File: config.mk
export PLATFORM = sky130hd
export DESIGN_NAME = retire_buffer_flat
export DESIGN_NICKNAME = d
export VERILOG_FILES = /design/src/rtl/retire_buffer_if.sv /design/src/rtl/retire_buffer.sv /design/src/flat_wrapper.sv
export SDC_FILE = /design/constraint.sdc
export NUM_CORES = 1
export LEC_CHECK = 0
export CORE_UTILIZATION = 35
export DETAILED_ROUTE_END_ITERATION = 10
export SKIP_LAST_GASP = 1
export SYNTH_ARGS = -nofsm -noshare
export SYNTH_HDL_FRONTEND = slang
export SYNTH_SLANG_ARGS = --single-unit
export TNS_END_PERCENT = 20
File: constraint.sdc
create_clock -name clk_i -period 8.5 [get_ports clk_i]
set_input_delay 1.7 -clock clk_i [delete_from_list [all_inputs] [get_ports clk_i]]
set_output_delay 1.7 -clock clk_i [all_outputs]
set_load 0.02 [all_outputs]
File: src/rtl/retire_buffer_if.sv
// Issue / writeback / commit bundle between the retire buffer and its neighbours.
interface retire_buffer_if #(
    parameter int unsigned NR_ENTRIES      = 8,
    parameter int unsigned NR_COMMIT_PORTS = 2,
    parameter int unsigned DATA_W          = 64
);
    localparam int unsigned TAG_W = $clog2(NR_ENTRIES);
    localparam int unsigned CNT_W = TAG_W + 1;

    logic                                    flush_i;
    logic                                    issue_valid_i;
    logic                                    issue_ready_o;
    logic [DATA_W-1:0]                       issue_data_i;
    logic [TAG_W-1:0]                        issue_tag_o;
    logic                                    wb_valid_i;
    logic [TAG_W-1:0]                        wb_tag_i;
    logic [DATA_W-1:0]                       wb_result_i;
    logic [NR_COMMIT_PORTS-1:0]              commit_valid_o;
    logic [NR_COMMIT_PORTS-1:0][DATA_W-1:0]  commit_data_o;
    logic [NR_COMMIT_PORTS-1:0]              commit_ack_i;
    logic [CNT_W-1:0]                        count_o;

    // Issue/writeback/commit driver side.
    modport master (
        output flush_i, issue_valid_i, issue_data_i,
               wb_valid_i, wb_tag_i, wb_result_i, commit_ack_i,
        input  issue_ready_o, issue_tag_o, commit_valid_o, commit_data_o, count_o
    );

    // Retire buffer side.
    modport slave (
        input  flush_i, issue_valid_i, issue_data_i,
               wb_valid_i, wb_tag_i, wb_result_i, commit_ack_i,
        output issue_ready_o, issue_tag_o, commit_valid_o, commit_data_o, count_o
    );
endinterface

File: src/rtl/retire_buffer.sv
// In-order retirement buffer: tags issued instructions, marks them done on
// writeback and offers the oldest completed run to up to NR_COMMIT_PORTS ports.
module retire_buffer #(
    parameter int unsigned NR_ENTRIES      = 8,
    parameter int unsigned NR_COMMIT_PORTS = 2,
    parameter int unsigned DATA_W          = 64
) (
    input  logic           clk_i,
    input  logic           rst_i,
    retire_buffer_if.slave bus
);
    localparam int unsigned TAG_W = $clog2(NR_ENTRIES);
    localparam int unsigned CNT_W = TAG_W + 1;

    logic [NR_ENTRIES-1:0]      r_occupied;
    logic [NR_ENTRIES-1:0]      r_done;
    logic [DATA_W-1:0]          r_data [NR_ENTRIES];
    logic [TAG_W-1:0]           r_head;
    logic [TAG_W-1:0]           r_tail;
    logic [CNT_W-1:0]           r_count;

    logic                       w_issue_ready;
    logic                       w_issue_fire;
    logic                       w_wb_fire;
    logic [TAG_W-1:0]           w_port_idx [NR_COMMIT_PORTS];
    logic [NR_COMMIT_PORTS-1:0] w_commit_valid;
    logic [NR_COMMIT_PORTS-1:0] w_ret_port;
    logic [CNT_W-1:0]           w_ret_n;
    logic [NR_ENTRIES-1:0]      w_occupied_nxt;
    logic [NR_ENTRIES-1:0]      w_done_nxt;

    // Handshake qualifiers; ready looks only at the registered count.
    always_comb begin
        w_issue_ready = (r_count != CNT_W'(NR_ENTRIES));
        w_issue_fire  = bus.issue_valid_i && w_issue_ready && !bus.flush_i;
        w_wb_fire     = bus.wb_valid_i && r_occupied[bus.wb_tag_i] && !bus.flush_i;
    end

    // Commit window: entry index per port and the in-order done chain.
    always_comb begin
        logic chain;
        chain = 1'b1;
        for (int k = 0; k < int'(NR_COMMIT_PORTS); k++) begin
            w_port_idx[k]     = r_head + TAG_W'(k);
            chain             = chain & r_occupied[w_port_idx[k]] & r_done[w_port_idx[k]];
            w_commit_valid[k] = chain;
        end
    end

    // Retire count: leading run of ports that are both valid and acked.
    always_comb begin
        logic chain;
        chain   = 1'b1;
        w_ret_n = '0;
        for (int k = 0; k < int'(NR_COMMIT_PORTS); k++) begin
            chain         = chain & w_commit_valid[k] & bus.commit_ack_i[k];
            w_ret_port[k] = chain;
            w_ret_n       = w_ret_n + CNT_W'(chain);
        end
    end

    // Next entry flags: writeback, then retire clears, then issue allocation.
    always_comb begin
        w_occupied_nxt = r_occupied;
        w_done_nxt     = r_done;
        if (w_wb_fire) begin
            w_done_nxt[bus.wb_tag_i] = 1'b1;
        end
        for (int k = 0; k < int'(NR_COMMIT_PORTS); k++) begin
            if (w_ret_port[k]) begin
                w_occupied_nxt[w_port_idx[k]] = 1'b0;
                w_done_nxt[w_port_idx[k]]     = 1'b0;
            end
        end
        if (w_issue_fire) begin
            w_occupied_nxt[r_tail] = 1'b1;
            w_done_nxt[r_tail]     = 1'b0;
        end
        if (bus.flush_i) begin
            w_occupied_nxt = '0;
            w_done_nxt     = '0;
        end
    end

    // Control state; flush returns to the reset state.
    always_ff @(posedge clk_i or posedge rst_i) begin
        if (rst_i) begin
            r_occupied <= '0;
            r_done     <= '0;
            r_head     <= '0;
            r_tail     <= '0;
            r_count    <= '0;
        end else if (bus.flush_i) begin
            r_occupied <= '0;
            r_done     <= '0;
            r_head     <= '0;
            r_tail     <= '0;
            r_count    <= '0;
        end else begin
            r_occupied <= w_occupied_nxt;
            r_done     <= w_done_nxt;
            r_head     <= r_head + w_ret_n[TAG_W-1:0];
            r_tail     <= r_tail + TAG_W'(w_issue_fire);
            r_count    <= r_count + CNT_W'(w_issue_fire) - w_ret_n;
        end
    end

    // Payload RAM, not reset; issue and writeback never hit the same entry.
    always_ff @(posedge clk_i) begin
        if (w_issue_fire) begin
            r_data[r_tail] <= bus.issue_data_i;
        end
        if (w_wb_fire) begin
            r_data[bus.wb_tag_i] <= bus.wb_result_i;
        end
    end

    // Output mapping.
    always_comb begin
        bus.issue_ready_o  = w_issue_ready;
        bus.issue_tag_o    = r_tail;
        bus.count_o        = r_count;
        bus.commit_valid_o = w_commit_valid;
        for (int k = 0; k < int'(NR_COMMIT_PORTS); k++) begin
            bus.commit_data_o[k] = r_data[w_port_idx[k]];
        end
    end
endmodule

File: src/flat_wrapper.sv
// flat-port wrapper written by rule: the top's interface ports become plain ports
module retire_buffer_flat 
#(
    parameter int unsigned NR_ENTRIES      = 8,
    parameter int unsigned NR_COMMIT_PORTS = 2,
    parameter int unsigned DATA_W          = 64
)
  (clk_i, rst_i, bus_flush_i, bus_issue_valid_i, bus_issue_data_i, bus_wb_valid_i, bus_wb_tag_i, bus_wb_result_i, bus_commit_ack_i, bus_issue_ready_o, bus_issue_tag_o, bus_commit_valid_o, bus_commit_data_o, bus_count_o);
  retire_buffer_if #(.NR_ENTRIES(NR_ENTRIES), .NR_COMMIT_PORTS(NR_COMMIT_PORTS), .DATA_W(DATA_W)) bus_i ();
  input  logic clk_i;
  input  logic rst_i;
  input wire logic [$bits(bus_i.flush_i)-1:0] bus_flush_i;
  input wire logic [$bits(bus_i.issue_valid_i)-1:0] bus_issue_valid_i;
  input wire logic [$bits(bus_i.issue_data_i)-1:0] bus_issue_data_i;
  input wire logic [$bits(bus_i.wb_valid_i)-1:0] bus_wb_valid_i;
  input wire logic [$bits(bus_i.wb_tag_i)-1:0] bus_wb_tag_i;
  input wire logic [$bits(bus_i.wb_result_i)-1:0] bus_wb_result_i;
  input wire logic [$bits(bus_i.commit_ack_i)-1:0] bus_commit_ack_i;
  output wire logic [$bits(bus_i.issue_ready_o)-1:0] bus_issue_ready_o;
  output wire logic [$bits(bus_i.issue_tag_o)-1:0] bus_issue_tag_o;
  output wire logic [$bits(bus_i.commit_valid_o)-1:0] bus_commit_valid_o;
  output wire logic [$bits(bus_i.commit_data_o)-1:0] bus_commit_data_o;
  output wire logic [$bits(bus_i.count_o)-1:0] bus_count_o;
  assign bus_i.flush_i = bus_flush_i;
  assign bus_i.issue_valid_i = bus_issue_valid_i;
  assign bus_i.issue_data_i = bus_issue_data_i;
  assign bus_i.wb_valid_i = bus_wb_valid_i;
  assign bus_i.wb_tag_i = bus_wb_tag_i;
  assign bus_i.wb_result_i = bus_wb_result_i;
  assign bus_i.commit_ack_i = bus_commit_ack_i;
  assign bus_issue_ready_o = bus_i.issue_ready_o;
  assign bus_issue_tag_o = bus_i.issue_tag_o;
  assign bus_commit_valid_o = bus_i.commit_valid_o;
  assign bus_commit_data_o = bus_i.commit_data_o;
  assign bus_count_o = bus_i.count_o;
  retire_buffer #(.NR_ENTRIES(NR_ENTRIES), .NR_COMMIT_PORTS(NR_COMMIT_PORTS), .DATA_W(DATA_W)) u_core (.clk_i(clk_i), .rst_i(rst_i), .bus(bus_i));
endmodule
; Word-level counts from Yosys, hierarchy flattened
; Memory sizes are Yosys's and may differ from the RTL's.
; Cells that the tools add are included.
[word_totals]
word_cells = 80
in_bits = 138
memories = 1
ram_bits = 512
regBits = 26
[op_classes]
n_eq_ne = 1
reduce_logical = 9
addsub = 6
muxes = 34
order_cmp = 8
bitwise = 16
[memory_table]
columns = name, words, width, read_ports, rd_clocked_by_memory_dff, wr, line_no
row1 = u_core.r_data, 8, 64, 2, 0, 2, retire_buffer.sv:17  ; logic [DATA_W-1:0] r_data [NR_ENTRIES];
[op_table]
columns = op, count
row1 = 8-bit two-way mux, 9
row2 = 8-bit AND, 5
row3 = 8-bit inverter, 3
row4 = "3-bit by 4-bit < comparator with 1-bit output, second input constant", 4
row5 = 8-bit OR, 2
row6 = 1-bit binary-select mux with 3-bit select, 5
row7 = 1-bit two-way mux, 13
row8 = 1-bit demux with 3-bit select, 4
row9 = "3-bit by 1-bit >= comparator with 1-bit output, second input constant", 4
row10 = 1-bit logical AND, 8
row11 = 1-bit AND, 6
row12 = 3-bit two-way mux, 2
row13 = 4-bit by 1-bit adder with 4-bit output, 1
row14 = 4-bit two-way mux, 1
row15 = "4-bit inequality test, second input constant", 1
row16 = 4-bit subtractor, 1
row17 = 3-bit by 1-bit adder with 3-bit output, 1
row18 = "3-bit by 1-bit adder with 3-bit output, second input constant", 1
row19 = 3-bit adder, 1
row20 = 1-bit by 1-bit adder with 2-bit output, 1
row21 = 1-bit zero test, 1

; Logic depth before layout (Yosys ltp)
[logic_depth]
depth_word = 13
ltp_mapped = 15
ltp_nobuf = 13

; Least setup slack after synthesis
; OpenSTA, ideal clock, no wires.
[synth_path]
path_type = input to register
from = input port bus_issue_valid_i
to = memory u_core.r_data[7][0], enable pin
t_arrival_ns = 6.612
path_slack_ns = 1.313
path_stages = 3
setup_time_ns = 0.575
cell_sequence = nor2b_1 nand3_1 o21ai_0
[synth_rtl]
columns = element, line_no
row1 = "start, declared", flat_wrapper.sv:13  ; input wire logic [$bits(bus_i.issue_valid_i)-1:0] bus_issue_valid_i;
row2 = "end, declared", retire_buffer.sv:17

; Final worst setup path
[layout_path]
from = register u_core.r_head[0]
to = output port bus_commit_data_o[127]
[layout_between]
elab_chain_cells = 2
[layout_rtl]
columns = element, line_no
row1 = "start, declared", retire_buffer.sv:18  ; logic [TAG_W-1:0] r_head;
row2 = "start signal, assigned", retire_buffer.sv:102  ; r_head <= r_head + w_ret_n[TAG_W-1:0];
row3 = 3-bit by 1-bit adder with 3-bit output, retire_buffer.sv:44  ; w_port_idx[k] = r_head + TAG_W'(k);
row4 = memory read 8 x 64 bit, -
row5 = "end, declared", flat_wrapper.sv:22  ; output wire logic [$bits(bus_i.commit_data_o)-1:0] bus_commit_data_o;
; Every way passes these cells.

==> metrics.log <==
[metrics] run status: finished, final reports clean
[metrics] share of the cycle needed by the critical path after routing: between 80% and 90%
[metrics] I/O Pins: around 280
[metrics] number of nets produced by synthesis: between 2000 and 2500
[metrics] synthesis warning total: 0
[metrics] summed instance area of the synthesized netlist: 28850 sq um
[metrics] startpoint type of the worst setup path: flip-flop
[metrics] postcts setup bufs: 0
[metrics] Register-to-Register Path Depth: 12
[metrics] total wire length after detailed routing: ~110000 um
[metrics] clk_skew: roughly 0.028 ns
[metrics] Worst path most repeated cell: sky130_fd_sc_hd__buf_4
[metrics] first-pass GRT wire length: 161500 um
[metrics] DP Wirelength: 61530 um
[metrics] Setup Viol. Count Final: 0
[metrics] Die Area: 83580 sq um
[metrics] WL per Instance: about 33 um
[metrics] count of pins over their slew limit: 0
[metrics] insertion delay of the later-clocked pin in the worst-skew pair: about 0.64 ns
[metrics] mean area per synthesized cell: 13.04 sq um
[metrics] final critical path time including I/O delays and setup: 6.807 ns
[metrics] number of endpoints with negative hold slack in the final report: 0
[metrics] maximum number of pins on one net before global-route repair: 66
[metrics] net count reported at finish: 2564
[metrics] commonest cells after routing, fill and taps aside: sky130_fd_sc_hd__edfxtp_1 (512), sky130_fd_sc_hd__mux2_2 (455), sky130_fd_sc_hd__a22oi_1 (339), sky130_fd_sc_hd__clkdlybuf4s50_1 (275), sky130_fd_sc_hd__nand2_1 (213)
[metrics] actual slew at the worst max-slew pin: 1.267 ns
[metrics] most common library cell in the layout ignoring fill and taps: sky130_fd_sc_hd__edfxtp_1
[metrics] placer congestion estimate: between 0.8 and 0.9
[metrics] capturing element type of the critical path: output pin
[metrics] worst rel slew slack: 15.34%
[metrics] unrepaired setup endpoints after global routing: false
[metrics] worst reg2reg setup slack: 3.86 ns
[metrics] category of the critical setup timing path: reg2out
[metrics] post-cts resize count: 0
[metrics] share of the synthesized area in the top cell type: between 50% and 60%
[metrics] slowest cell delay on critical path: about 0.9 ns
[metrics] share of layout cells above drive strength 1: about 26%
[metrics] Highest Signal Layer: met5
[metrics] detailed-route vias per instance: between 6 and 7
[metrics] Filler cells: between 7000 and 8000
[metrics] cell breakdown of the critical path: buf_4 -> ha_1 -> nand2b_1 -> nor2_4 -> buf_4 -> a22oi_1 -> nand3_1 -> clkdlybuf4s50_1
[metrics] achievable frequency: about 150 MHz
[metrics] number of antenna violations at the first check in global routing: 13
[metrics] buffer depth of the longest clock path: 3
[metrics] leading cell types by total area after synthesis: sky130_fd_sc_hd__edfxtp_1 (53%), sky130_fd_sc_hd__mux2_2 (18%), sky130_fd_sc_hd__a22oi_1 (8.8%), sky130_fd_sc_hd__nand2_1 (2.8%), sky130_fd_sc_hd__dfrtp_1 (2.3%)
[metrics] global-route total usage across every layer: 26.60%
[metrics] leakage power total: approximately 11 nW
[metrics] detailed route wirelength on metal3: around 13000 um
[metrics] EDFF count, synth: 512
[metrics] clock-pin transition on the worst setup and hold timing paths: around 0.06 ns
[metrics] number of standard-cell rows in the floorplan: around 100
[metrics] count of buffers inserted at the top-level ports: roughly 280
[metrics] Root Driver: sky130_fd_sc_hd__clkbuf_16
[metrics] initial cell density of the core: a little over a third
[metrics] floorplan die height: about 290 um
[metrics] Arrival @ worst endpoint: 5.11 ns
[metrics] area delta synth->final: 20.34%
[metrics] count of vias placed by the detailed router: about 23000
[metrics] H-Tree Level Count: 2
[metrics] Critical Path Fanout Max: 32
[metrics] share of synthesized registers carrying an async set or reset: slightly below 5%
[metrics] number of hold buffers added after cts: 0
[metrics] Cells after Synth: approximately 2200
[metrics] endpoint of the worst-slack reg-to-reg timing path: u_core.bus.count_o[2]
[metrics] worst vdd ir: about 0.17 mV
[metrics] post-detailed-route DRC marker count: 0
[metrics] power density over the cells: between 150 and 200 nW/um^2
[metrics] number of flip-flops and latches in the synthesized netlist: approximately 540
[metrics] Hold Path Cell Cnt: 2
[metrics] final global-route overflow total: 0
[metrics] number of distinct library cells after synthesis: ~60
[metrics] DR iter-0 viols: 3493
[metrics] portion of the post-synthesis area used by sequential elements: 55.55%
[metrics] number of iterations in the first detailed-routing pass: 9
[metrics] Min-Delay Endpoint: u_core.r_done[7]
[metrics] Met2 Routed Length: between 50000 and 60000 um
[metrics] clock buffers created by TritonCTS: between 60 and 70
[metrics] core occupancy in the finished layout: 42.83%
[metrics] TritonCTS sink count: approximately 540
[metrics] summed negative setup slack over all endpoints: 0 ns
[metrics] most used flip-flop cell after synthesis: sky130_fd_sc_hd__edfxtp_1
[metrics] Die Wd: between 200 and 300 um
[metrics] critical path's slowest cell: sky130_fd_sc_hd__nor2_4
[metrics] Reg-to-Reg Start: u_core.r_head[0]
[metrics] via count of the first global-routing pass: roughly 23000
[metrics] TritonCTS clock tree: done
[metrics] number of antenna-violating nets in the routed design: 0
[metrics] area of the placeable core: 81070 sq um
[metrics] largest area contributor in the synthesized netlist: sky130_fd_sc_hd__edfxtp_1
[metrics] number of max-cap violations: 0
[metrics] required time of the critical path: between 6 and 7 ns
[metrics] detailed-routing wirelength on met1: about 45000 um
[metrics] HP Class: reg2reg
[metrics] hold path startpoint: u_core.r_done[7]
[sequential cells by signal, indices dropped and copies added, names as in the netlist]
signal                  cells
u_core.r_occupied           8
u_core.r_done               8
u_core.r_data             512
u_core.r_head               3
u_core.bus.issue_tag_o      3
u_core.bus.count_o          4
[synthesized netlist by cell type, types with 4 or more instances]
cell type / number
sky130_fd_sc_hd__a22o_1: 68
sky130_fd_sc_hd__and3_1: 5
sky130_fd_sc_hd__and2_1: 8
sky130_fd_sc_hd__nand3_1: 77
sky130_fd_sc_hd__dfrtp_1: 26
sky130_fd_sc_hd__buf_1: 12
sky130_fd_sc_hd__ha_1: 11
sky130_fd_sc_hd__a22oi_1: 339
sky130_fd_sc_hd__buf_2: 83
sky130_fd_sc_hd__inv_1: 16
sky130_fd_sc_hd__o21ai_0: 6
sky130_fd_sc_hd__a221oi_1: 74
sky130_fd_sc_hd__nand4_1: 62
sky130_fd_sc_hd__nor2b_1: 14
sky130_fd_sc_hd__nor3_1: 8
sky130_fd_sc_hd__buf_6: 5
sky130_fd_sc_hd__mux2_2: 455
sky130_fd_sc_hd__or3_1: 4
sky130_fd_sc_hd__buf_4: 4
sky130_fd_sc_hd__clkbuf_1: 83
sky130_fd_sc_hd__a222oi_1: 10
sky130_fd_sc_hd__mux4_2: 4
sky130_fd_sc_hd__nand2_1: 214
sky130_fd_sc_hd__nand2b_1: 7
sky130_fd_sc_hd__nand4b_1: 8
sky130_fd_sc_hd__nor2_1: 26
sky130_fd_sc_hd__a21oi_1: 13
sky130_fd_sc_hd__or2_2: 4
sky130_fd_sc_hd__edfxtp_1: 512
[report_power, final]
| group | leakage [nW] | total, mW | switching [mW] | internal, mW |
|---|---|---|---|---|
| clock | 0.989 | 2.73 | 1.15 | 1.58 |
| combinational | 5.38 | 0.676 | 0.370 | 0.306 |
| sequential | 4.98 | 3.05 | 0.0510 | 3.00 |
[metrics by stage]
stage | power (mW) | std cells | hold WS (ns) | setup WS [ns] | area [sq um]
floorplan | 3.425 | 2212 | 0.5083 | 1.313 | 28850
global placement | 3.757 | 3410 | 0.5671 | 2.572 | 32680
detailed placement | 3.774 | 3410 | 0.5636 | 2.483 | 32680
CTS | 6.473 | 3524 | 0.5784 | 1.788 | 34710
global route | 6.625 | 3527 | 0.5953 | 1.568 | 34720
finish | 6.459 | 3527 | 0.5808 | 1.693 | 34720
[worst max-delay path, delay by kind of cell, from the launching register on]
| family | cells | cell delay, ns |
|---|---|---|
| fa+ha+maj | 1 | 0.45 |
| compound gates | 1 | 0.16 |
| simple gates | 3 | 1.53 |
| flops | 1 | 0.64 |
| buf+inv | 3 | 1.66 |
[final cells by class]
| type | count | area (sq um) | share of cell area [%] |
|---|---|---|---|
| diodes | 3 | 7.507 | 0.02162 |
| clock buffers | 68 | 1595 | 4.595 |
| clock inverters | 46 | 434.2 | 1.250 |
| inverters | 16 | 61.31 | 0.1766 |
| multi-input cells | 1471 | 12080 | 34.79 |
| flip-flops and latches | 538 | 16030 | 46.16 |
| well taps | 1060 | 1326 | 3.820 |
| repair buffers | 325 | 3191 | 9.190 |
[logic make-up after synthesis]
family | synth area share, %
and+or+nand+nor | 7.624
adders and majority gates | 0.6158
muxes | 18.18
xor gates and xnor gates | 0.1822
DFF | 55.55
AOI/OAI and AO/OA | 14.67
buffers and inverters | 3.183
[worst max path at each step]
stage	startpoint	endpoint	cells past startpoint
6_report	u_core.r_head[0]	bus_commit_data_o[127]	8
5_1_grt	u_core.r_head[0]	bus_commit_data_o[127]	8
4_1_cts	u_core.r_head[0]	bus_commit_data_o[127]	8
3_5_place_dp	u_core.r_head[0]	bus_commit_data_o[127]	8
3_3_place_gp	u_core.r_head[0]	bus_commit_data_o[127]	8
2_1_floorplan	bus_issue_valid_i	u_core.r_data[7][0]	3
[metal layers]
metal  up-vias  global-route usage, %
met5         -                      0
met2      1830                  41.12
met3       338                  6.378
met1     11590                  35.86
li1       9385                      -
met4        20                  10.57
Note: power is estimated with default switching activity, not from simulation.
